`src/rtl/ifetch_queue.sv`:
```
// -----------------------------------------------------------------------------
// ifetch_queue
//
// Instruction-fetch queue sitting between the program counter and decode.
// Every cycle it either issues a fetch at the current PC, holds the PC when
// the queue has no credit left, or loads a redirect target and flushes all
// fetched work. Fetched {pc, instruction} pairs are buffered in a small FIFO
// and handed to decode through a valid/ready handshake.
//
// Ports
//   clk              rising-edge clock
//   clr              asynchronous, active-high reset
//   pc_out           current PC value (from the PC register)
//   pc_in            value the PC loads when pc_ctrl = 1
//   pc_ctrl          1: PC loads pc_in, 0: PC increments by 4
//   imem_en          read strobe to instruction memory
//   imem_addr        read address, always equal to pc_out
//   imem_rdata       read data, valid one cycle after imem_en
//   redirect         flush the queue and restart fetch at redirect_target
//   redirect_target  new fetch address (bits [1:0] ignored)
//   inst_valid       FIFO head is valid
//   inst_ready       decode accepts the head this cycle
//   inst_data        head instruction
//   inst_pc          head PC
//   count            current FIFO occupancy
// -----------------------------------------------------------------------------
module ifetch_queue #(
   parameter int DEPTH = 4,
   parameter int CW    = $clog2(DEPTH) + 1
) (
   input  logic          clk,
   input  logic          clr,
   input  logic [31:0]   pc_out,
   output logic [31:0]   pc_in,
   output logic          pc_ctrl,
   output logic          imem_en,
   output logic [31:0]   imem_addr,
   input  logic [31:0]   imem_rdata,
   input  logic          redirect,
   input  logic [31:0]   redirect_target,
   output logic          inst_valid,
   input  logic          inst_ready,
   output logic [31:0]   inst_data,
   output logic [31:0]   inst_pc,
   output logic [CW-1:0] count
);

   localparam int          AW      = $clog2(DEPTH);
   localparam logic [CW:0] DEPTH_C = (CW+1)'(DEPTH);

   // Per-cycle fetch mode, in priority order.
   localparam logic [1:0] MODE_REDIRECT = 2'd0;
   localparam logic [1:0] MODE_ISSUE    = 2'd1;
   localparam logic [1:0] MODE_HOLD     = 2'd2;

   logic [63:0]   fifo_q [DEPTH];
   logic [AW-1:0] rd_ptr_q, rd_ptr_d;
   logic [AW-1:0] wr_ptr_q, wr_ptr_d;
   logic [CW-1:0] count_q,  count_d;
   logic          req_v_q,  req_v_d;
   logic [31:0]   req_pc_q, req_pc_d;

   logic [CW:0]   credit_used;
   logic          issue;
   logic          do_write;
   logic          do_pop;
   logic [1:0]    mode;

   // Credit counts stored entries plus the read still in flight. A pop in
   // the same cycle is deliberately not credited back, keeping the check
   // off the decode-ready path.
   assign credit_used = {1'b0, count_q} + {{CW{1'b0}}, req_v_q};
   assign issue       = !redirect && (credit_used < DEPTH_C);

   always_comb begin
      if (redirect)   mode = MODE_REDIRECT;
      else if (issue) mode = MODE_ISSUE;
      else            mode = MODE_HOLD;
   end

   // PC control and memory strobe.
   // NOTE: every output gets a default before the case so no path leaves it
   // unassigned, which would otherwise infer a latch.
   always_comb begin
      pc_ctrl = 1'b1;
      pc_in   = pc_out;
      imem_en = 1'b0;
      case (mode)
         MODE_REDIRECT: pc_in = {redirect_target[31:2], 2'b00};
         MODE_ISSUE: begin
            pc_ctrl = 1'b0;
            imem_en = 1'b1;
         end
         default: ;
      endcase
   end

   assign imem_addr  = pc_out;
   assign inst_valid = |count_q;
   assign count      = count_q;
   assign {inst_pc, inst_data} = fifo_q[rd_ptr_q];

   // A redirect cancels both the capture of the in-flight read and any pop.
   assign do_write = req_v_q && !redirect;
   assign do_pop   = inst_valid && inst_ready && !redirect;

   always_comb begin
      req_v_d  = (mode == MODE_ISSUE);
      req_pc_d = issue ? pc_out : req_pc_q;
      if (redirect) begin
         rd_ptr_d = '0;
         wr_ptr_d = '0;
         count_d  = '0;
      end else begin
         rd_ptr_d = rd_ptr_q + AW'(do_pop);
         wr_ptr_d = wr_ptr_q + AW'(do_write);
         count_d  = count_q + CW'(do_write) - CW'(do_pop);
      end
   end

   // NOTE: sequential state uses non-blocking assignments so every register
   // samples the pre-edge values regardless of block ordering.
   always_ff @(posedge clk or posedge clr) begin
      if (clr) begin
         rd_ptr_q <= '0;
         wr_ptr_q <= '0;
         count_q  <= '0;
         req_v_q  <= 1'b0;
         req_pc_q <= '0;
      end else begin
         rd_ptr_q <= rd_ptr_d;
         wr_ptr_q <= wr_ptr_d;
         count_q  <= count_d;
         req_v_q  <= req_v_d;
         req_pc_q <= req_pc_d;
      end
   end

   // NOTE: storage is left out of reset; count gates visibility, so stale
   // contents are never presented as valid and the array stays plain RAM.
   always_ff @(posedge clk) begin
      if (do_write) fifo_q[wr_ptr_q] <= {req_pc_q, imem_rdata};
   end

endmodule

```
`config.mk`:
```
export PLATFORM = sky130hd
export DESIGN_NAME = ifetch_queue
export DESIGN_NICKNAME = d
export VERILOG_FILES = /design/src/rtl/ifetch_queue.sv
export SDC_FILE = /design/constraint.sdc
export NUM_CORES = 1
export LEC_CHECK = 0
export ABC_AREA = 1
export ABC_CLOCK_PERIOD_IN_PS = 7600
export BUFFER_PORTS_ARGS = -buffer_cell sky130_fd_sc_hd__buf_2
export CAP_MARGIN = 0
export CORE_MARGIN = 2
export CORE_UTILIZATION = 57
export CTS_BUF_LIST = sky130_fd_sc_hd__clkbuf_4 sky130_fd_sc_hd__clkbuf_8
export CTS_CLUSTER_DIAMETER = 150
export DETAILED_ROUTE_END_ITERATION = 8
export PLACE_DENSITY = 0.92
export SLEW_MARGIN = 20
export SYNTH_ARGS = -nofsm -noshare
export SYNTH_HDL_FRONTEND = slang
export SYNTH_SLANG_ARGS = --single-unit
```
`constraint.sdc`:
```
create_clock -name clk -period 7.6 [get_ports clk]
set_input_delay 0 -clock clk [delete_from_list [all_inputs] [get_ports clk]]
set_output_delay 0 -clock clk [all_outputs]
set_load 0.005 [all_outputs]
```
Yosys cells after proc, flatten, opt, wreduce, memory -nomap -nowiden:

Memory sizes are Yosys's and may differ from the RTL's.
Cells that the tools add are included.

* flip-flop bits (word level): 40
* RAM bits: 256
* bits of input ports: 100
* output and inout bits: 134
* word-level logic and storage cells: 30
* memories: 1

* add/sub/neg operators: 5
* order comparisons: 1
* equality and inequality tests: 1
* mux-type cells: 10
* reductions and logical operators: 7

Memories
* fifo_q: words 4, bits a word 64, read ports 1, clocked after Yosys merged registers in 0, wr ports 1, line 56 `logic [63:0] fifo_q [DEPTH];`

Operators with widths (count)
* $mux W32: 1
* $mux W2: 4
* $add A2 B1 Y2: 2
* $add A3 B1 Y4: 1
* $logic_and A1 B1 Y1: 4
* $lt A4 B3 Y1 const B: 1
* $mux W1: 4
* $add A3 B1 Y3: 1
* $mux W3: 1
* $reduce_or A3 Y1: 1
* $sub A3 B1 Y3: 1
* $eq A2 B1 Y1 const B: 1
* $logic_not A2 Y1: 1
* $logic_not A1 Y1: 1

Depth between registers and ports, before layout:

Gate-level depths: netlist (run 1).

* word-level depth: 7
* gate-level depth with buffers: 10
* depth with buffers taken out: 10

Worst setup path after synthesis (run 1):

Ideal clock, no wire load.

* kind: register -> register
* start: reg req_v_q
* end: mem fifo_q[0][0], enable pin
* library setup time: 565 ps
* data arrival time: 4872 ps
* required time: 7035 ps
* setup slack: 2163 ps
* cell stages (with the launch flop): 3
* path buffers: 0
* clock period less this slack: 5437 ps
* cell sequence: dfrtp_1 > nand2_1 > nor3_1

* word-level cells in the longest chain between the ends: 3

RTL lines
* from (decl): line 60 `logic req_v_q, req_v_d;`
* from (signal assigned): line 134 `req_v_q <= req_v_d;`
* $logic_and A1 B1 Y1: line 104 `assign do_write = req_v_q && !redirect;`
* $mux W1: line 142 `if (do_write) fifo_q[wr_ptr_q] <= {req_pc_q, imem_rdata};`
* $mux W1 (not written as such): line 142
* to (decl): line 56

Every way passes these cells.

Worst setup path in the final report (run 1):

* start: in redirect
* end: out imem_en

* word-level cells in the longest chain between the ends: 6

RTL lines
* from (decl): line 39 `input logic redirect,`
* $logic_not A1 Y1: line 73 `assign issue = !redirect && (credit_used < DEPTH_C);`
* $logic_and A1 B1 Y1: line 73
* $mux W2: line 77 `else if (issue) mode = MODE_ISSUE;`
* $mux W2 *: line 76 `if (redirect) mode = MODE_REDIRECT;`
* $eq A2 B1 Y1 *: line 88 `case (mode)`
* $mux W1 *: line 88
* to (decl): line 36 `output logic imem_en,`

Mark *: on every way between the ends. The rest lies on a longest branch, timed or not.

==> flow_summary.html, run 1 <==
<table>
<tr><th>Metric</th><th>Value</th></tr>
<tr><th colspan="2">Power and ir drop</th></tr>
<tr><td>Clock share of power</td><td>approximately a third</td></tr>
<tr><td>Power density of the placed cells</td><td>around 280 nW/um2</td></tr>
<tr><td>NetSw</td><td>around 1100 uW</td></tr>
<tr><td>Peak supply drop</td><td>154 uV</td></tr>
<tr><td>Switching part of the total</td><td>between 20% and 30%</td></tr>
<tr><td>Static Leakage</td><td>~0.0058 uW</td></tr>
<tr><td>Total Power Consumption</td><td>4070 uW</td></tr>
<tr><td>Relative contribution of sequential cells to total power</td><td>51.1%</td></tr>
<tr><td>Pint</td><td>2980 uW</td></tr>
<tr><td>Combinational share of power</td><td>approximately 16%</td></tr>
<tr><th colspan="2">Place</th></tr>
<tr><td>Hpwl dp</td><td>around 16,000 um</td></tr>
<tr><td>IO buf count</td><td>about 230</td></tr>
<tr><td>Global placer's final weighted congestion</td><td>between 0.8 and 0.9</td></tr>
<tr><th colspan="2">Critical path</th></tr>
<tr><td>Class of the most critical setup path</td><td>primary input to output pin</td></tr>
<tr><td>Launch instance of the worst register-to-register path</td><td>count[1]$_DFF_PP0_</td></tr>
<tr><td>Arrival time reported for the critical path endpoint</td><td>between 3000 and 4000 ps</td></tr>
<tr><td>Critical-path maximum fanout</td><td>38</td></tr>
<tr><td>R2R cell count</td><td>7</td></tr>
<tr><td>Worst reg-to-reg setup slack</td><td>5150 ps</td></tr>
<tr><td>Endpoint kind of the worst setup timing path</td><td>output pin</td></tr>
<tr><td>Capture instance of the worst register-to-register path</td><td>req_pc_q[9]$_DFFE_PP0P_</td></tr>
<tr><td>Critical path launch point type</td><td>primary input</td></tr>
<tr><td>Required time of the critical path</td><td>7600 ps</td></tr>
<tr><td>Critical Path Start</td><td>redirect</td></tr>
<tr><th colspan="2">CTS</th></tr>
<tr><td>Clock buffer count from CTS</td><td>46</td></tr>
<tr><td>Clk sink count</td><td>between 200 and 300</td></tr>
<tr><td>Clock slew at reported path FFs</td><td>approximately 50 ps</td></tr>
<tr><td>CTS HTree Levels</td><td>2</td></tr>
<tr><td>Clock latency of the later-clocked register in the worst-skew pair</td><td>~540 ps</td></tr>
<tr><td>TritonCTS clock tree</td><td>done</td></tr>
<tr><td>Library cell used as clock root buffer</td><td>sky130_fd_sc_hd__clkbuf_8</td></tr>
<tr><td>Clock buffer depth</td><td>3</td></tr>
<tr><th colspan="2">STA</th></tr>
<tr><td>Clock tree skew after final layout</td><td>23.3 ps</td></tr>
<tr><td>Worst relative slew slack</td><td>39.4%</td></tr>
<tr><td>Minimum hold slack</td><td>about 64 ps</td></tr>
<tr><td>Slew at the pin with the worst max-slew slack</td><td>a little over 900 ps</td></tr>
<tr><td>Unrepaired setup endpoints after global routing</td><td>no</td></tr>
<tr><td>Post-Route Setup TNS</td><td>0 ps</td></tr>
<tr><td>Hold violation total from the final report</td><td>0</td></tr>
<tr><td>Final Critical Period</td><td>approximately 3100 ps</td></tr>
<tr><td>Highest clock rate</td><td>between 300 and 400 MHz</td></tr>
<tr><td>Number of slew-limit violations in the final report</td><td>0</td></tr>
<tr><td>Setup violators final</td><td>0</td></tr>
<tr><td>Share of the cycle needed by the critical path after routing</td><td>41.4%</td></tr>
<tr><th colspan="2">Die</th></tr>
<tr><td># rows</td><td>52</td></tr>
<tr><td>Die Span X</td><td>approximately 150 um</td></tr>
<tr><td>Top-Level Pins</td><td>between 200 and 250</td></tr>
<tr><td>Effective utilization at floorplan</td><td>58.3%</td></tr>
<tr><td>Die height</td><td>around 150 um</td></tr>
<tr><td>Die Footprint</td><td>between 20,000 and 25,000 um2</td></tr>
<tr><td>Placeable Area</td><td>about 20,000 um2</td></tr>
<tr><th colspan="2">Cells and area</th></tr>
<tr><td>Fillcell total</td><td>1,300</td></tr>
<tr><td>Count of nets after finishing</td><td>roughly 1,300</td></tr>
<tr><td>Final design utilization</td><td>71.2%</td></tr>
<tr><td>Share of post-route cells with drive strength above 1</td><td>between 20% and 30%</td></tr>
<tr><td>Area overhead of the layout relative to synthesis</td><td>22.2%</td></tr>
<tr><th colspan="2">Drt</th></tr>
<tr><td>Via count normalized by instance count</td><td>around 5.5</td></tr>
<tr><td>Initial DRC Count</td><td>582</td></tr>
<tr><td>Number of remaining DRC errors</td><td>0</td></tr>
<tr><td>Routed via count</td><td>approximately 8,400</td></tr>
<tr><td>Remaining number of nets flagged by the antenna check after routing</td><td>0</td></tr>
<tr><td>Length of the first detailed-routing pass in iterations</td><td>5</td></tr>
<tr><td>Routed wire per std cell</td><td>18.5 um</td></tr>
<tr><td>Total detailed-routing wirelength</td><td>28,000 um</td></tr>
<tr><th colspan="2">Yosys</th></tr>
<tr><td>Most common cell in the synthesized netlist</td><td>sky130_fd_sc_hd__edfxtp_1</td></tr>
<tr><td>Largest family of logic cells by synthesized area</td><td>simple AND/OR/NAND/NOR gates</td></tr>
<tr><td>Simple-Gate Fraction of Synth Area</td><td>a little under an eighth</td></tr>
<tr><td>Multiplexer area fraction after synthesis</td><td>0%</td></tr>
<tr><td>Post-synthesis cell type with the largest combined area</td><td>sky130_fd_sc_hd__edfxtp_1</td></tr>
<tr><td>Most used flip-flop cell after synthesis</td><td>sky130_fd_sc_hd__edfxtp_1</td></tr>
<tr><td>Biggest area contributors in the synthesized netlist</td><td>sky130_fd_sc_hd__edfxtp_1, sky130_fd_sc_hd__dfrtp_1, sky130_fd_sc_hd__nand2_1</td></tr>
<tr><td>Synthesized instance count</td><td>between 900 and 1,000</td></tr>
<tr><td>Area share of the largest cell type after synthesis</td><td>roughly two thirds</td></tr>
<tr><td>Sequential-to-total area share from yosys stat</td><td>between 70% and 80%</td></tr>
<tr><td>Synthesized-area fraction occupied by ao, oa, aoi and oai cells</td><td>just under 9%</td></tr>
<tr><td>Synth Area per Inst</td><td>between 10 and 15 um2</td></tr>
<tr><td>Post-synth EDFFs</td><td>roughly 260</td></tr>
<tr><td>Combined area of all synthesized cells</td><td>about 12,000 um2</td></tr>
<tr><td>Count of state elements after synthesis</td><td>~300</td></tr>
<tr><td>Synthesized Nets</td><td>~1,100</td></tr>
<tr><td>Number of distinct library cells after synthesis</td><td>25</td></tr>
<tr><td>Adder and majority cell fraction of the synthesized area</td><td>0.696%</td></tr>
<tr><td>Synth warn</td><td>0</td></tr>
<tr><td>Most used standard cells in the synthesized netlist</td><td>sky130_fd_sc_hd__edfxtp_1, sky130_fd_sc_hd__nand2_1, sky130_fd_sc_hd__nor2_1, sky130_fd_sc_hd__o21ai_0, sky130_fd_sc_hd__o22ai_1</td></tr>
<tr><td>Async S/R FF share, synth</td><td>between 10% and 20%</td></tr>
<tr><td>XOR/XNOR share of the synthesized area</td><td>less than 1%</td></tr>
<tr><th colspan="2">Global route</th></tr>
<tr><td>Via count of the first global-routing pass</td><td>between 8,000 and 9,000</td></tr>
<tr><td>Total gr overflow</td><td>0</td></tr>
<tr><td>Initial antenna violation count</td><td>2</td></tr>
<tr><td>Global-route wire length before repair</td><td>between 40,000 and 50,000 um</td></tr>
<tr><td>Total routing resource utilization after global routing</td><td>25.2%</td></tr>
<tr><td>Maximum number of pins on one net before global-route repair</td><td>87</td></tr>
<tr><th colspan="2">Outcome</th></tr>
<tr><td>Run status</td><td>complete, no violations</td></tr>
<tr><th colspan="2">Worst hold path</th></tr>
<tr><td>Tightest Hold Check Type</td><td>primary input to register</td></tr>
<tr><td>Worst Min Path Start</td><td>inst_ready</td></tr>
<tr><td>Worst Hold Endpoint</td><td>rd_ptr_q[1]$_DFF_PP0_</td></tr>
<tr><td>Number of stages on the worst hold path</td><td>5</td></tr>
<tr><th colspan="2">Job</th></tr>
<tr><td>Max-capacitance violation count</td><td>0</td></tr>
</table>
state kept, by name, summed over array words and instances, names as in the netlist:
| register | count |
|---|---|
| count | 3 |
| fifo_q | 256 |
| rd_ptr_q | 2 |
| req_pc_q | 32 |
| req_v_q | 1 |
| wr_ptr_q | 2 |
metrics by stage:
stage	setup slack (ps)	cells	instance area (um2)
3_5_place_dp	4940	1366	12900
6_report	4450	1515	14500
5_1_grt	4200	1515	14500
4_1_cts	4520	1513	14500
2_1_floorplan	2160	944	11900
3_3_place_gp	5000	1366	12900
power by group through the flow:
stage / Sequential [uW] / Clock, uW / Combinational, uW
after global routing: 2100 / 1410 / 739
after global placement: 2100 / 0 / 613
after detailed placement: 2110 / 0 / 635
after CTS: 2080 / 1350 / 665
after floorplan: 2060 / 0 / 416
final: 2080 / 1320 / 664
cells by family (layout without fill, tap and decap cells):
logic type / count (synthesis) / in the layout
xor+xnor: 1 / 1
simple gates: 335 / 335
fa+ha+maj: 6 / 6
buf+inv: 110 / 409
flops: 296 / 296
other cells: 0 / 2
compound gates: 196 / 196
how the worst max path moves through the flow:
stage,cells past startpoint,to
2_1_floorplan,2,fifo_q[0][0]$_DFFE_PP_
3_3_place_gp,10,count[2]$_DFF_PP0_
3_5_place_dp,10,count[2]$_DFF_PP0_
4_1_cts,8,imem_en
5_1_grt,8,imem_en
6_report,8,imem_en
per-layer routing:
metal	up-vias	global-route usage, %	routed length, um
li1	3916	-	-
met1	4087	32.1	11600
met2	330	43.5	13900
met3	46	4.48	1650
met4	0	9.86	779
met5	-	0	0
final cells by class:
| type | instances | area, um2 | area share [%] |
|---|---|---|---|
| flip-flops and latches | 296 | 8690 | 59.9 |
| multi-input cells | 538 | 2540 | 17.5 |
| repair buffers | 310 | 1910 | 13.2 |
| clock buffers | 72 | 878 | 6.06 |
| well taps | 270 | 338 | 2.33 |
| inverters | 18 | 70.1 | 0.483 |
| clock inverters | 9 | 66.3 | 0.457 |
| diodes | 2 | 5.00 | 0.0345 |
layout by cell type, fill, tap and decap left out, drive strengths merged, types with 17 or more instances in the layout:
cell type	Yosys	routed
edfxtp	256	256
buf	69	244
nand2	158	158
nor2	136	136
o21ai	130	130
clkbuf	23	72
dlygate4sd3	0	66
o22ai	64	64
dfrtp	40	40
nand4	33	33
inv	17	17
worst max-delay path, cell delays in order:
cell and delay, ps:
sky130_fd_sc_hd__dlygate4sd3_1 540, sky130_fd_sc_hd__buf_2 360, sky130_fd_sc_hd__inv_2 560, sky130_fd_sc_hd__nand2_1 140, sky130_fd_sc_hd__inv_2 430, sky130_fd_sc_hd__nand3_2 700
sky130_fd_sc_hd__inv_1 230, sky130_fd_sc_hd__buf_2 140
what timing repair did:
item	in CTS	in global routing
endpoints found under the setup margin	0	0
endpoints found under the hold margin	205	0
gates resized for setup	0	0
hold buffers	66	0
setup buffers	0	0
(Power assumes the default switching activity.)
==> inputs of run 2 (changes only) <==
Settings changed: ABC_CLOCK_PERIOD_IN_PS 7600 to 3100.
Clock period 7.6 ns to 3.1 ns, I/O delays scaled along.
==> run 2 against run 1 <==
Flip-flop and latch count unchanged. Global-route usage up 1.4 points. Routed wire length up 5.6%. Combinational power rose to 2.5 times the previous value. First-iteration DRC count up 6.5%. Worst hold slack worse by 8.4 ps. Register-to-register slack worse by 4200 ps. Largest cell class unchanged. Largest power group unchanged.
==> flow_summary.html, run 2 (synthesized netlist as in run 1, its figures left out) <==
<table>
<tr><th>Metric</th><th>Value</th></tr>
<tr><th colspan="2">Place</th></tr>
<tr><td>IO buf count</td><td>231</td></tr>
<tr><td>Hpwl dp</td><td>16,900 um</td></tr>
<tr><td>Post-Place Cells</td><td>1,365</td></tr>
<tr><td>Global placer's final weighted congestion</td><td>a little under 0.9</td></tr>
<tr><th colspan="2">Critical path</th></tr>
<tr><td>Cell chain of the critical path</td><td>inv_4, buf_4, o21ai_0, o22ai_1, buf_2</td></tr>
<tr><td>Capture instance of the worst register-to-register path</td><td>req_pc_q[2]$_DFFE_PP0P_</td></tr>
<tr><td>Arrival time reported for the critical path endpoint</td><td>around 2700 ps</td></tr>
<tr><td>Launch instance of the worst register-to-register path</td><td>count[1]$_DFF_PP0_</td></tr>
<tr><td>Class of the most critical setup path</td><td>register to output pin</td></tr>
<tr><td>Delay of the slowest cell on the worst path</td><td>690 ps</td></tr>
<tr><td>Endpoint kind of the worst setup timing path</td><td>output pin</td></tr>
<tr><td>R2R cell count</td><td>7</td></tr>
<tr><td>Worst reg-to-reg setup slack</td><td>~900 ps</td></tr>
<tr><td>Slowest cell on crit path</td><td>sky130_fd_sc_hd__dfrtp_4</td></tr>
<tr><td>Critical path launch point type</td><td>register</td></tr>
<tr><td>Capture point of the worst path</td><td>inst_data[19]</td></tr>
<tr><td>Critical Path Start</td><td>rd_ptr_q[0]$_DFF_PP0_</td></tr>
<tr><td>Required time of the critical path</td><td>roughly 3100 ps</td></tr>
<tr><td>Critical-path maximum fanout</td><td>54</td></tr>
<tr><th colspan="2">Power and ir drop</th></tr>
<tr><td>Combinational share of power</td><td>approximately 17%</td></tr>
<tr><td>Power density of the placed cells</td><td>a little under 700 nW/um2</td></tr>
<tr><td>Relative contribution of sequential cells to total power</td><td>50.8%</td></tr>
<tr><td>Pint</td><td>approximately 7300 uW</td></tr>
<tr><td>Clock share of power</td><td>between 30% and 40%</td></tr>
<tr><td>Total Power Consumption</td><td>about 10,000 uW</td></tr>
<tr><td>Static Leakage</td><td>around 0.006 uW</td></tr>
<tr><td>Switching part of the total</td><td>between 20 and 30%</td></tr>
<tr><td>NetSw</td><td>2760 uW</td></tr>
<tr><td>Peak supply drop</td><td>545 uV</td></tr>
<tr><th colspan="2">Cells and area</th></tr>
<tr><td>Final design utilization</td><td>71.7%</td></tr>
<tr><td>Commonest non-fill, non-tap cell in the layout</td><td>sky130_fd_sc_hd__edfxtp_1</td></tr>
<tr><td>Area overhead of the layout relative to synthesis</td><td>23.0%</td></tr>
<tr><td>Number of flip-flops under the largest register name</td><td>256</td></tr>
<tr><td>Share of post-route cells with drive strength above 1</td><td>26.6%</td></tr>
<tr><td>Number of non-filler instances in the completed layout</td><td>roughly 1,500</td></tr>
<tr><td>Count of nets after finishing</td><td>1,315</td></tr>
<tr><td>Register ranked first by flip-flop count</td><td>fifo_q</td></tr>
<tr><td>Fillcell total</td><td>1,284</td></tr>
<tr><td>Most frequent cells in the layout</td><td>sky130_fd_sc_hd__edfxtp_1, sky130_fd_sc_hd__buf_2, sky130_fd_sc_hd__nand2_1, sky130_fd_sc_hd__nor2_1, sky130_fd_sc_hd__o21ai_0</td></tr>
<tr><th colspan="2">STA</th></tr>
<tr><td>Hold violation total from the final report</td><td>0</td></tr>
<tr><td>Final Critical Period</td><td>between 2000 and 3000 ps</td></tr>
<tr><td>Setup violators final</td><td>0</td></tr>
<tr><td>Highest clock rate</td><td>between 300 and 400 MHz</td></tr>
<tr><td>Number of slew-limit violations in the final report</td><td>0</td></tr>
<tr><td>Minimum hold slack</td><td>between 50 and 60 ps</td></tr>
<tr><td>Clock tree skew after final layout</td><td>30.0 ps</td></tr>
<tr><td>Unrepaired setup endpoints after global routing</td><td>no</td></tr>
<tr><td>Worst relative slew slack</td><td>43.4%</td></tr>
<tr><td>Slew at the pin with the worst max-slew slack</td><td>around 850 ps</td></tr>
<tr><td>Share of the cycle needed by the critical path after routing</td><td>about nine tenths</td></tr>
<tr><th colspan="2">Global route</th></tr>
<tr><td>Maximum number of pins on one net before global-route repair</td><td>65</td></tr>
<tr><td>Initial antenna violation count</td><td>1</td></tr>
<tr><td>Global-route wire length before repair</td><td>around 45,000 um</td></tr>
<tr><td>Total gr overflow</td><td>0</td></tr>
<tr><td>Via count of the first global-routing pass</td><td>between 8,000 and 9,000</td></tr>
<tr><td>Total routing resource utilization after global routing</td><td>between 20% and 30%</td></tr>
<tr><th colspan="2">CTS</th></tr>
<tr><td>Clock buffer count from CTS</td><td>46</td></tr>
<tr><td>TritonCTS clock tree</td><td>done</td></tr>
<tr><td>Setup repair bufs after CTS</td><td>0</td></tr>
<tr><td>Library cell used as clock root buffer</td><td>sky130_fd_sc_hd__clkbuf_8</td></tr>
<tr><td>Clock buffer depth</td><td>3</td></tr>
<tr><td>Clk sink count</td><td>296</td></tr>
<tr><td>Clock latency of the later-clocked register in the worst-skew pair</td><td>between 500 and 600 ps</td></tr>
<tr><td>CTS HTree Levels</td><td>2</td></tr>
<tr><td>Clock slew at reported path FFs</td><td>approximately 60 ps</td></tr>
<tr><th colspan="2">Drt</th></tr>
<tr><td>Initial DRC Count</td><td>a little over 600</td></tr>
<tr><td>Remaining number of nets flagged by the antenna check after routing</td><td>0</td></tr>
<tr><td>Via count normalized by instance count</td><td>approximately 5.6</td></tr>
<tr><td>Total detailed-routing wirelength</td><td>between 20,000 and 30,000 um</td></tr>
<tr><td>Length of the first detailed-routing pass in iterations</td><td>5</td></tr>
<tr><td>Routed via count</td><td>8,568</td></tr>
<tr><td>Routed wire per std cell</td><td>roughly 19 um</td></tr>
<tr><td>Number of remaining DRC errors</td><td>0</td></tr>
<tr><th colspan="2">Die</th></tr>
<tr><td>Die Footprint</td><td>roughly 22,000 um2</td></tr>
<tr><td>Die Span X</td><td>148 um</td></tr>
<tr><td>Effective utilization at floorplan</td><td>between 50% and 60%</td></tr>
<tr><td># rows</td><td>52</td></tr>
<tr><td>Die height</td><td>approximately 150 um</td></tr>
<tr><td>Placeable Area</td><td>~20,000 um2</td></tr>
<tr><td>Top-Level Pins</td><td>around 230</td></tr>
<tr><th colspan="2">Worst hold path</th></tr>
<tr><td>Tightest Hold Check Type</td><td>primary input to register</td></tr>
<tr><th colspan="2">Outcome</th></tr>
<tr><td>Run status</td><td>complete, no violations</td></tr>
<tr><th colspan="2">Job</th></tr>
<tr><td>Max-capacitance violation count</td><td>0</td></tr>
</table>
==> run 2: worst max-delay path: cells and delay by family, from the launching register on <==
family	cells	cell delay, ps
buffers and inverters	3	1060
flip-flops	1	690
AO/OA/AOI/OAI	2	380
==> run 2: power groups by stage <==
stage	clock (uW)	combinational, uW	sequential (uW)
CTS	3300	1660	5100
finish	3260	1690	5110
global route	3490	1860	5150
floorplan	0	1020	5040
detailed placement	0	1590	5170
global placement	0	1530	5140
==> run 2: routing by layer <==
layer	vias up	share of wire, %	wire (um)	GRT usage (%)
met5	-	0	0	0
met4	0	3.5	1040	10.2
met3	85	8.1	2400	5.43
met2	480	50	14700	45.9
met1	4104	38	11300	33.5
li1	3899	-	-	-
==> run 2: worst min-delay path by stage <==
stage	startpoint	endpoint	cells after the start
floorplan	pc_out[0]	pc_in[0]	2
global placement	pc_out[8]	imem_addr[8]	2
detailed placement	pc_out[23]	imem_addr[23]	2
CTS	inst_ready	rd_ptr_q[0]$_DFF_PP0_	6
global route	inst_ready	rd_ptr_q[0]$_DFF_PP0_	6
finish	inst_ready	rd_ptr_q[0]$_DFF_PP0_	6
==> run 2: metrics by stage <==
stage,cell area (um2),setup WS [ps],TNS [ps]
2_1_floorplan,11900,-418,-107000
3_3_place_gp,13000,868,0
3_5_place_dp,13000,754,0
4_1_cts,14600,231,0
5_1_grt,14600,246,0
6_report,14600,356,0
==> run 2: final cells by class <==
cell class | instances | area, um2 | area share (%)
diodes | 2 | 5.00 | 0.0343
clock buffers | 68 | 811 | 5.56
clock inverters | 17 | 128 | 0.874
inverters | 18 | 70.1 | 0.480
multi-input cells | 538 | 2570 | 17.6
flip-flops and latches | 296 | 8690 | 59.6
well taps | 270 | 338 | 2.31
repair buffers | 309 | 1980 | 13.6
==> run 2: repair_timing <==
item,4_1_cts,5_1_grt
hold buffers,66,0
setup endpoints to repair,0,1
endpoints found under the hold margin,207,0
resized for setup,0,1
